--- config.mk ---
export PLATFORM = sky130hd
export DESIGN_NAME = alu_wide_sequencer
export DESIGN_NICKNAME = d
export VERILOG_FILES = /design/src/rtl/alu_seq_pkg.sv /design/src/rtl/alu_seq_word_mux.sv /design/src/rtl/alu_wide_sequencer.sv
export SDC_FILE = /design/constraint.sdc
export NUM_CORES = 1
export LEC_CHECK = 0
export CORE_AREA = 10 10 224 226
export DETAILED_ROUTE_END_ITERATION = 8
export DIE_AREA = 0 0 234 236
export MAX_ROUTING_LAYER = met4
export PLACE_DENSITY = 0.71
export SLEW_MARGIN = 25
export SYNTH_ARGS = -nofsm -noshare
export SYNTH_HDL_FRONTEND = slang
export SYNTH_SLANG_ARGS = --single-unit
--- constraint.sdc ---
create_clock -name clk -period 1.7 [get_ports clk]
set_input_delay 0.34 -clock clk [delete_from_list [all_inputs] [get_ports clk]]
set_output_delay 0.34 -clock clk [all_outputs]
set_load 0.005 [all_outputs]
--- src/rtl/alu_seq_pkg.sv ---
//==============================================================================
// Module  : alu_seq_pkg
// Purpose : Shared types and constants for the wide ALU sequencer: ALU word
//           width, ALU op encoding and the sequencer state type.
// Ports   : none (package)
// Revision: 1.0 - initial release
//==============================================================================
`default_nettype none

package alu_seq_pkg;

  localparam int ALU_W = 64;

  typedef logic [1:0] alu_op_t;

  localparam alu_op_t ALU_OP_AND = 2'b00;
  localparam alu_op_t ALU_OP_OR  = 2'b01;
  localparam alu_op_t ALU_OP_ADD = 2'b10;
  // SUB inverts B inside the ALU, so the caller supplies cin=1.
  localparam alu_op_t ALU_OP_SUB = 2'b11;

  typedef enum logic [1:0] {
    IDLE = 2'd0,
    RUN  = 2'd1,
    DONE = 2'd2
  } seq_state_e;

endpackage

`default_nettype wire

--- src/rtl/alu_seq_word_mux.sv ---
//==============================================================================
// Module  : alu_seq_word_mux
// Purpose : Combinational selector returning 64-bit word idx_i of the two
//           multi-word operands.
// Ports   : a_i, b_i    - WORDS*64-bit operands
//           idx_i       - word index (0 = least significant word)
//           a_word_o    - selected word of a_i
//           b_word_o    - selected word of b_i
// Revision: 1.0 - initial release
//==============================================================================
`default_nettype none

module alu_seq_word_mux
  import alu_seq_pkg::*;
#(
  parameter int WORDS = 2,
  parameter int IDX_W = 1
) (
  input  logic [WORDS*ALU_W-1:0] a_i,
  input  logic [WORDS*ALU_W-1:0] b_i,
  input  logic [IDX_W-1:0]       idx_i,
  output logic [ALU_W-1:0]       a_word_o,
  output logic [ALU_W-1:0]       b_word_o
);

  // One-hot compare per word; an out-of-range index yields zero.
  always_comb begin
    a_word_o = '0;
    b_word_o = '0;
    for (int w = 0; w < WORDS; w++) begin
      if (idx_i == IDX_W'(w)) begin
        a_word_o = a_i[w*ALU_W +: ALU_W];
        b_word_o = b_i[w*ALU_W +: ALU_W];
      end
    end
  end

endmodule

`default_nettype wire

--- src/rtl/alu_wide_sequencer.sv ---
//==============================================================================
// Module  : alu_wide_sequencer
// Purpose : Runs one WORDS*64-bit add/sub/logic operation on an external
//           64-bit ALU, one word per cycle, LSW first, chaining carry-out of
//           each word into carry-in of the next, and returns the collected
//           result over a valid/ready response channel.
// Ports   : clk, rst                 - clock, synchronous active-high reset
//           req_valid_i/req_ready_o  - request handshake
//           req_a_i, req_b_i         - WORDS*64-bit operands
//           req_cin_i, req_op_i      - word-0 carry-in, ALU op
//           resp_valid_o/resp_ready_i- response handshake
//           resp_s_o, resp_cout_o    - result and final carry-out
//           alu_a_o, alu_b_o, alu_cin_o, alu_op_o - drive to the 64-bit ALU
//           alu_s_i, alu_cout_i      - combinational result from the ALU
// Config  : ALU_SEQ_B2B_EN - when defined, a new request may be accepted on
//           the same edge the response is taken, skipping the IDLE cycle.
// Revision: 1.0 - initial release
//==============================================================================
`default_nettype none

module alu_wide_sequencer
  import alu_seq_pkg::*;
#(
  parameter int WORDS = 2
) (
  input  logic                   clk,
  input  logic                   rst,
  input  logic                   req_valid_i,
  output logic                   req_ready_o,
  input  logic [WORDS*ALU_W-1:0] req_a_i,
  input  logic [WORDS*ALU_W-1:0] req_b_i,
  input  logic                   req_cin_i,
  input  logic [1:0]             req_op_i,
  output logic                   resp_valid_o,
  input  logic                   resp_ready_i,
  output logic [WORDS*ALU_W-1:0] resp_s_o,
  output logic                   resp_cout_o,
  output logic [ALU_W-1:0]       alu_a_o,
  output logic [ALU_W-1:0]       alu_b_o,
  output logic                   alu_cin_o,
  output logic [1:0]             alu_op_o,
  input  logic [ALU_W-1:0]       alu_s_i,
  input  logic                   alu_cout_i
);

  localparam int               IDX_W    = (WORDS > 1) ? $clog2(WORDS) : 1;
  localparam logic [IDX_W-1:0] LAST_IDX = IDX_W'(WORDS - 1);

  seq_state_e             state_q, state_d;
  logic [IDX_W-1:0]       idx_q,   idx_d;
  logic                   carry_q, carry_d;
  logic [WORDS*ALU_W-1:0] a_q,     a_d;
  logic [WORDS*ALU_W-1:0] b_q,     b_d;
  alu_op_t                op_q,    op_d;
  logic [WORDS*ALU_W-1:0] s_q,     s_d;

  logic [ALU_W-1:0]       word_a;
  logic [ALU_W-1:0]       word_b;

  alu_seq_word_mux #(
    .WORDS (WORDS),
    .IDX_W (IDX_W)
  ) u_word_mux (
    .a_i      (a_q),
    .b_i      (b_q),
    .idx_i    (idx_q),
    .a_word_o (word_a),
    .b_word_o (word_b)
  );

  always_ff @(posedge clk) begin
    if (rst) begin
      state_q <= IDLE;
      idx_q   <= '0;
      carry_q <= 1'b0;
      a_q     <= '0;
      b_q     <= '0;
      op_q    <= ALU_OP_AND;
      s_q     <= '0;
    end else begin
      state_q <= state_d;
      idx_q   <= idx_d;
      carry_q <= carry_d;
      a_q     <= a_d;
      b_q     <= b_d;
      op_q    <= op_d;
      s_q     <= s_d;
    end
  end

  always_comb begin
    state_d      = state_q;
    idx_d        = idx_q;
    carry_d      = carry_q;
    a_d          = a_q;
    b_d          = b_q;
    op_d         = op_q;
    s_d          = s_q;
    req_ready_o  = 1'b0;
    resp_valid_o = 1'b0;
    resp_s_o     = s_q;
    resp_cout_o  = carry_q;
    alu_a_o      = '0;
    alu_b_o      = '0;
    alu_cin_o    = 1'b0;
    alu_op_o     = '0;

    case (state_q)
      IDLE: begin
        req_ready_o = 1'b1;
        if (req_valid_i) begin
          a_d     = req_a_i;
          b_d     = req_b_i;
          op_d    = req_op_i;
          carry_d = req_cin_i;
          idx_d   = '0;
          state_d = RUN;
        end
      end

      RUN: begin
        alu_a_o   = word_a;
        alu_b_o   = word_b;
        alu_cin_o = carry_q;
        alu_op_o  = op_q;
        // Carry is chained for logic ops too; the ALU ignores cin there.
        carry_d   = alu_cout_i;
        for (int w = 0; w < WORDS; w++) begin
          if (idx_q == IDX_W'(w)) begin
            s_d[w*ALU_W +: ALU_W] = alu_s_i;
          end
        end
        if (idx_q == LAST_IDX) begin
          state_d = DONE;
        end else begin
          idx_d = idx_q + IDX_W'(1);
        end
      end

      DONE: begin
        resp_valid_o = 1'b1;
`ifdef ALU_SEQ_B2B_EN
        req_ready_o  = resp_ready_i;
`endif
        if (resp_ready_i) begin
          state_d = IDLE;
`ifdef ALU_SEQ_B2B_EN
          // Response and next request share the edge: restart directly.
          if (req_valid_i) begin
            a_d     = req_a_i;
            b_d     = req_b_i;
            op_d    = req_op_i;
            carry_d = req_cin_i;
            idx_d   = '0;
            state_d = RUN;
          end
`endif
        end
      end

      default: begin
        state_d = IDLE;
      end
    endcase

    // Outputs are forced quiet while reset is asserted, whatever the state.
    if (rst) begin
      req_ready_o  = 1'b0;
      resp_valid_o = 1'b0;
      resp_s_o     = '0;
      resp_cout_o  = 1'b0;
      alu_a_o      = '0;
      alu_b_o      = '0;
      alu_cin_o    = 1'b0;
      alu_op_o     = '0;
    end
  end

endmodule

`default_nettype wire

==> results <==
critical path, cell delays in order (launching register included):
cell	delay, ps
sky130_fd_sc_hd__dfxtp_1	300
sky130_fd_sc_hd__and2b_2	240
sky130_fd_sc_hd__nand2b_4	140
sky130_fd_sc_hd__buf_16	210
sky130_fd_sc_hd__nor2_1	150
sky130_fd_sc_hd__clkdlybuf4s50_1	520
registers in the layout, indices dropped and copies added (netlist names):
name	flops
idx_q	1
carry_q	1
a_q	128
b_q	128
state_q	2
s_q	128
op_q	2
final timing paths:
path / to / slack [ps] / depth (start not counted)
worst max-delay path: alu_a_o[61] / -780 / 5
worst min-delay path: s_q[50] / 160 / 3
worst max register to register: s_q[36] / -60 / 6
worst min register to register: s_q[53] / 450 / 2
timing repair:
| action | CTS | global route |
|---|---|---|
| setup endpoints to repair | 332 | 400 |
| setup buffers | 39 | 19 |
| gates cloned | 5 | 8 |
| gates resized for setup | 449 | 199 |
| pin swaps | 7 | 7 |
report_power, final:
part	switching [uW]	total [uW]	leakage (uW)	internal (uW)
combinational	1930	4070	0.00672	2140
clock	3790	9120	0.000672	5330
sequential	316	10000	0.00319	9730
cell families (layout without fill, tap and decap cells):
| family | Yosys count | in the layout | share of synthesized area (%) |
|---|---|---|---|
| other cells | 0 | 19 | 0 |
| simple gates | 916 | 916 | 23.6 |
| buf+inv | 171 | 839 | 6.03 |
| compound gates | 391 | 391 | 13.7 |
| flops | 390 | 390 | 48.6 |
| mux | 128 | 128 | 7.98 |
Yosys cell counts:
cell type                  number  area share (%)
sky130_fd_sc_hd__a21oi_1      325              10
sky130_fd_sc_hd__nor3_1         1           0.031
sky130_fd_sc_hd__nor2_1       134             3.1
sky130_fd_sc_hd__inv_1          4           0.094
sky130_fd_sc_hd__nand2b_1       1           0.039
sky130_fd_sc_hd__buf_6         23             1.6
sky130_fd_sc_hd__buf_4         15            0.70
sky130_fd_sc_hd__clkbuf_1      50             1.2
sky130_fd_sc_hd__a21o_1         1           0.047
sky130_fd_sc_hd__and2b_1        1           0.047
sky130_fd_sc_hd__nor3b_1        3            0.14
sky130_fd_sc_hd__nand2_1      644              15
sky130_fd_sc_hd__or3b_1         2            0.11
sky130_fd_sc_hd__nand3b_1       1           0.047
sky130_fd_sc_hd__buf_1          1           0.023
sky130_fd_sc_hd__a22oi_1        1           0.047
sky130_fd_sc_hd__buf_2         78             2.4
sky130_fd_sc_hd__dfxtp_1      390              49
sky130_fd_sc_hd__mux2i_1      128             8.0
sky130_fd_sc_hd__or3_1          1           0.039
sky130_fd_sc_hd__o22a_1        64             3.5
sky130_fd_sc_hd__nor2b_1      128             5.0
layout make-up:
cell class / instances / area, sq um / share of cell area, %
diodes: 19 / 47.5 / 0.187
clock buffers: 65 / 1280 / 5.05
clock inverters: 9 / 87.6 / 0.345
inverters: 4 / 15.0 / 0.0592
multi-input cells: 1435 / 7680 / 30.3
flip-flops and latches: 390 / 7810 / 30.8
well taps: 607 / 759 / 2.99
repair buffers: 761 / 7680 / 30.3
routing by layer:
layer / vias to the layer above / global-route usage, % / routed length [um]
met3: 135 / 8.49 / 6660
met1: 7718 / 24.0 / 24900
met5: - / - / 0
li1: 7802 / - / -
met2: 653 / 36.5 / 31400
met4: 0 / 7.94 / 2250
through the flow:
step                      total power (uW)  utilization (%)
after floorplan                      12000                -
after global placement               13700             50.1
after detailed placement             13800             50.1
after CTS                            23200             53.9
after global routing                 24200             55.3
final                                23200             55.3
==> run summary <==
SETUP PATH
------------------------------------------------------------------------------
Worst reg2reg startpoint                                                 idx_q
First element of the critical path                                  state_q[1]
Endpoint arrival time on the critical path                             2140 ps
Start-to-end type of the worst setup path                           reg -> out
Biggest fanout along the worst timing path                                  30
Worst setup EP type                                                 output pin
Startpoint type of the worst setup path                              flip-flop
Required time worst endpoint                                           1360 ps

STA
------------------------------------------------------------------------------
Final setup violation count                                                217
Unrepaired setup endpoints after global routing                            yes
Fmax                                                                   403 MHz
Transition time of the tightest slew-check pin                          667 ps
Final hold violations                                                        0
Sum of negative setup slack                                          -75090 ps
Crit path time final                                                   2480 ps
Rel. slew slack                                                          55.5%
Worst path setup slack after routing                                   -784 ps
Fin Clk Skew                                                           18.7 ps
Max-slew violation total from the final report                               0
Period utilisation layout                                                 146%
Min Hold Slack                                                          164 ps

FLOORPLAN
------------------------------------------------------------------------------
Floorplan die area                                                 55200 sq um
Std cell rows                                                               79
Standard cell core area                                            45900 sq um
Die Span X                                                              234 um
Initial core utilization                                                 35.0%
Die Span Y                                                              236 um
I/O pin count                                                              590

CLOCK NETWORK
------------------------------------------------------------------------------
CTS Buf Count                                                               43
Clk sink count                                                             390
H-tree depth                                                                 2
Clock latency reported for the late side of the worst-skew pair         560 ps
Max Root-Sink Buffers                                                        3
Hold bufs inserted after CTS                                                 0
CTS root buf                                                      sky130_fd_sc_hd__clkbuf_16
Worst-path clk slew                                                      60 ps
CTS tree                                                                   yes

DRT
------------------------------------------------------------------------------
Routed wire length                                                     65.2 mm
Drc violations                                                               0
Number of DRC violations after detailed-routing iteration 0               1154
Routed via count divided by cell count                                    4.96
Vias                                                                     16.3k
Average wire length per cell after detail routing                      19.8 um
DRT Pass-1 Iters                                                             5
Antenna Nets Post-Route                                                      0

POWER
------------------------------------------------------------------------------
Worst vdd ir                                                          0.740 mV
Pleak                                                                0.0106 uW
Pwr dens                                                           916 nW/um^2

YOSYS
------------------------------------------------------------------------------
Syn_area_per_cell                                                   8.04 sq um
Number of warning messages in the yosys log                                  0
Syn nets                                                                  2324
#FFs+latches synth                                                         390
Number of instances in the synthesized netlist                            1996
Number of distinct library cells after synthesis                            22
Sequential area share after synthesis                                    48.6%
Summed instance area of the synthesized netlist                    16100 sq um

FINAL LAYOUT
------------------------------------------------------------------------------
Share of post-route cells with drive strength above 1                    15.7%
Non-filler instance count after layout                                    3290
Area grow syn2layout                                                     58.0%
Commonest non-fill, non-tap cell in the layout                    sky130_fd_sc_hd__nand2_1
Number of nets in the layout                                              2963
Commonest cells after routing, fill and taps aside                644 x sky130_fd_sc_hd__nand2_1, 388 x sky130_fd_sc_hd__dfxtp_1, 369 x sky130_fd_sc_hd__clkdlybuf4s50_1
# fillers                                                                 4159
Final std cell area, no fill                                       25400 sq um

GRT
------------------------------------------------------------------------------
Overall routing resource usage                                           22.2%
Largest net degree at the start of global routing                          138
Number of global-route vias before repair                                16.2k
Wire length of the first global-routing pass                           93.4 mm
Total congestion overflow                                                    0
Initial antenna violation count                                             21

PLACED DESIGN
------------------------------------------------------------------------------
Final estimated routing congestion in global placement                   0.890
Post-Place Cells                                                          3130
Cell area after placement                                          23000 sq um
Setup WS pre-CTS                                                       -375 ps
Total of buffers placed on input and output ports                          589
Detailed-placement wirelength estimate                                 45.0 mm

OUTCOME
------------------------------------------------------------------------------
Violated checks                                                   setup timing
Run status                                                        complete, but fails checks

FLOW RUN
------------------------------------------------------------------------------
Max-capacitance violation count                                              0

WORST HOLD PATH
------------------------------------------------------------------------------
Start point of the worst min-delay path                                    rst
Worst hold path type                                                 in -> reg

(Power assumes the default switching activity.)
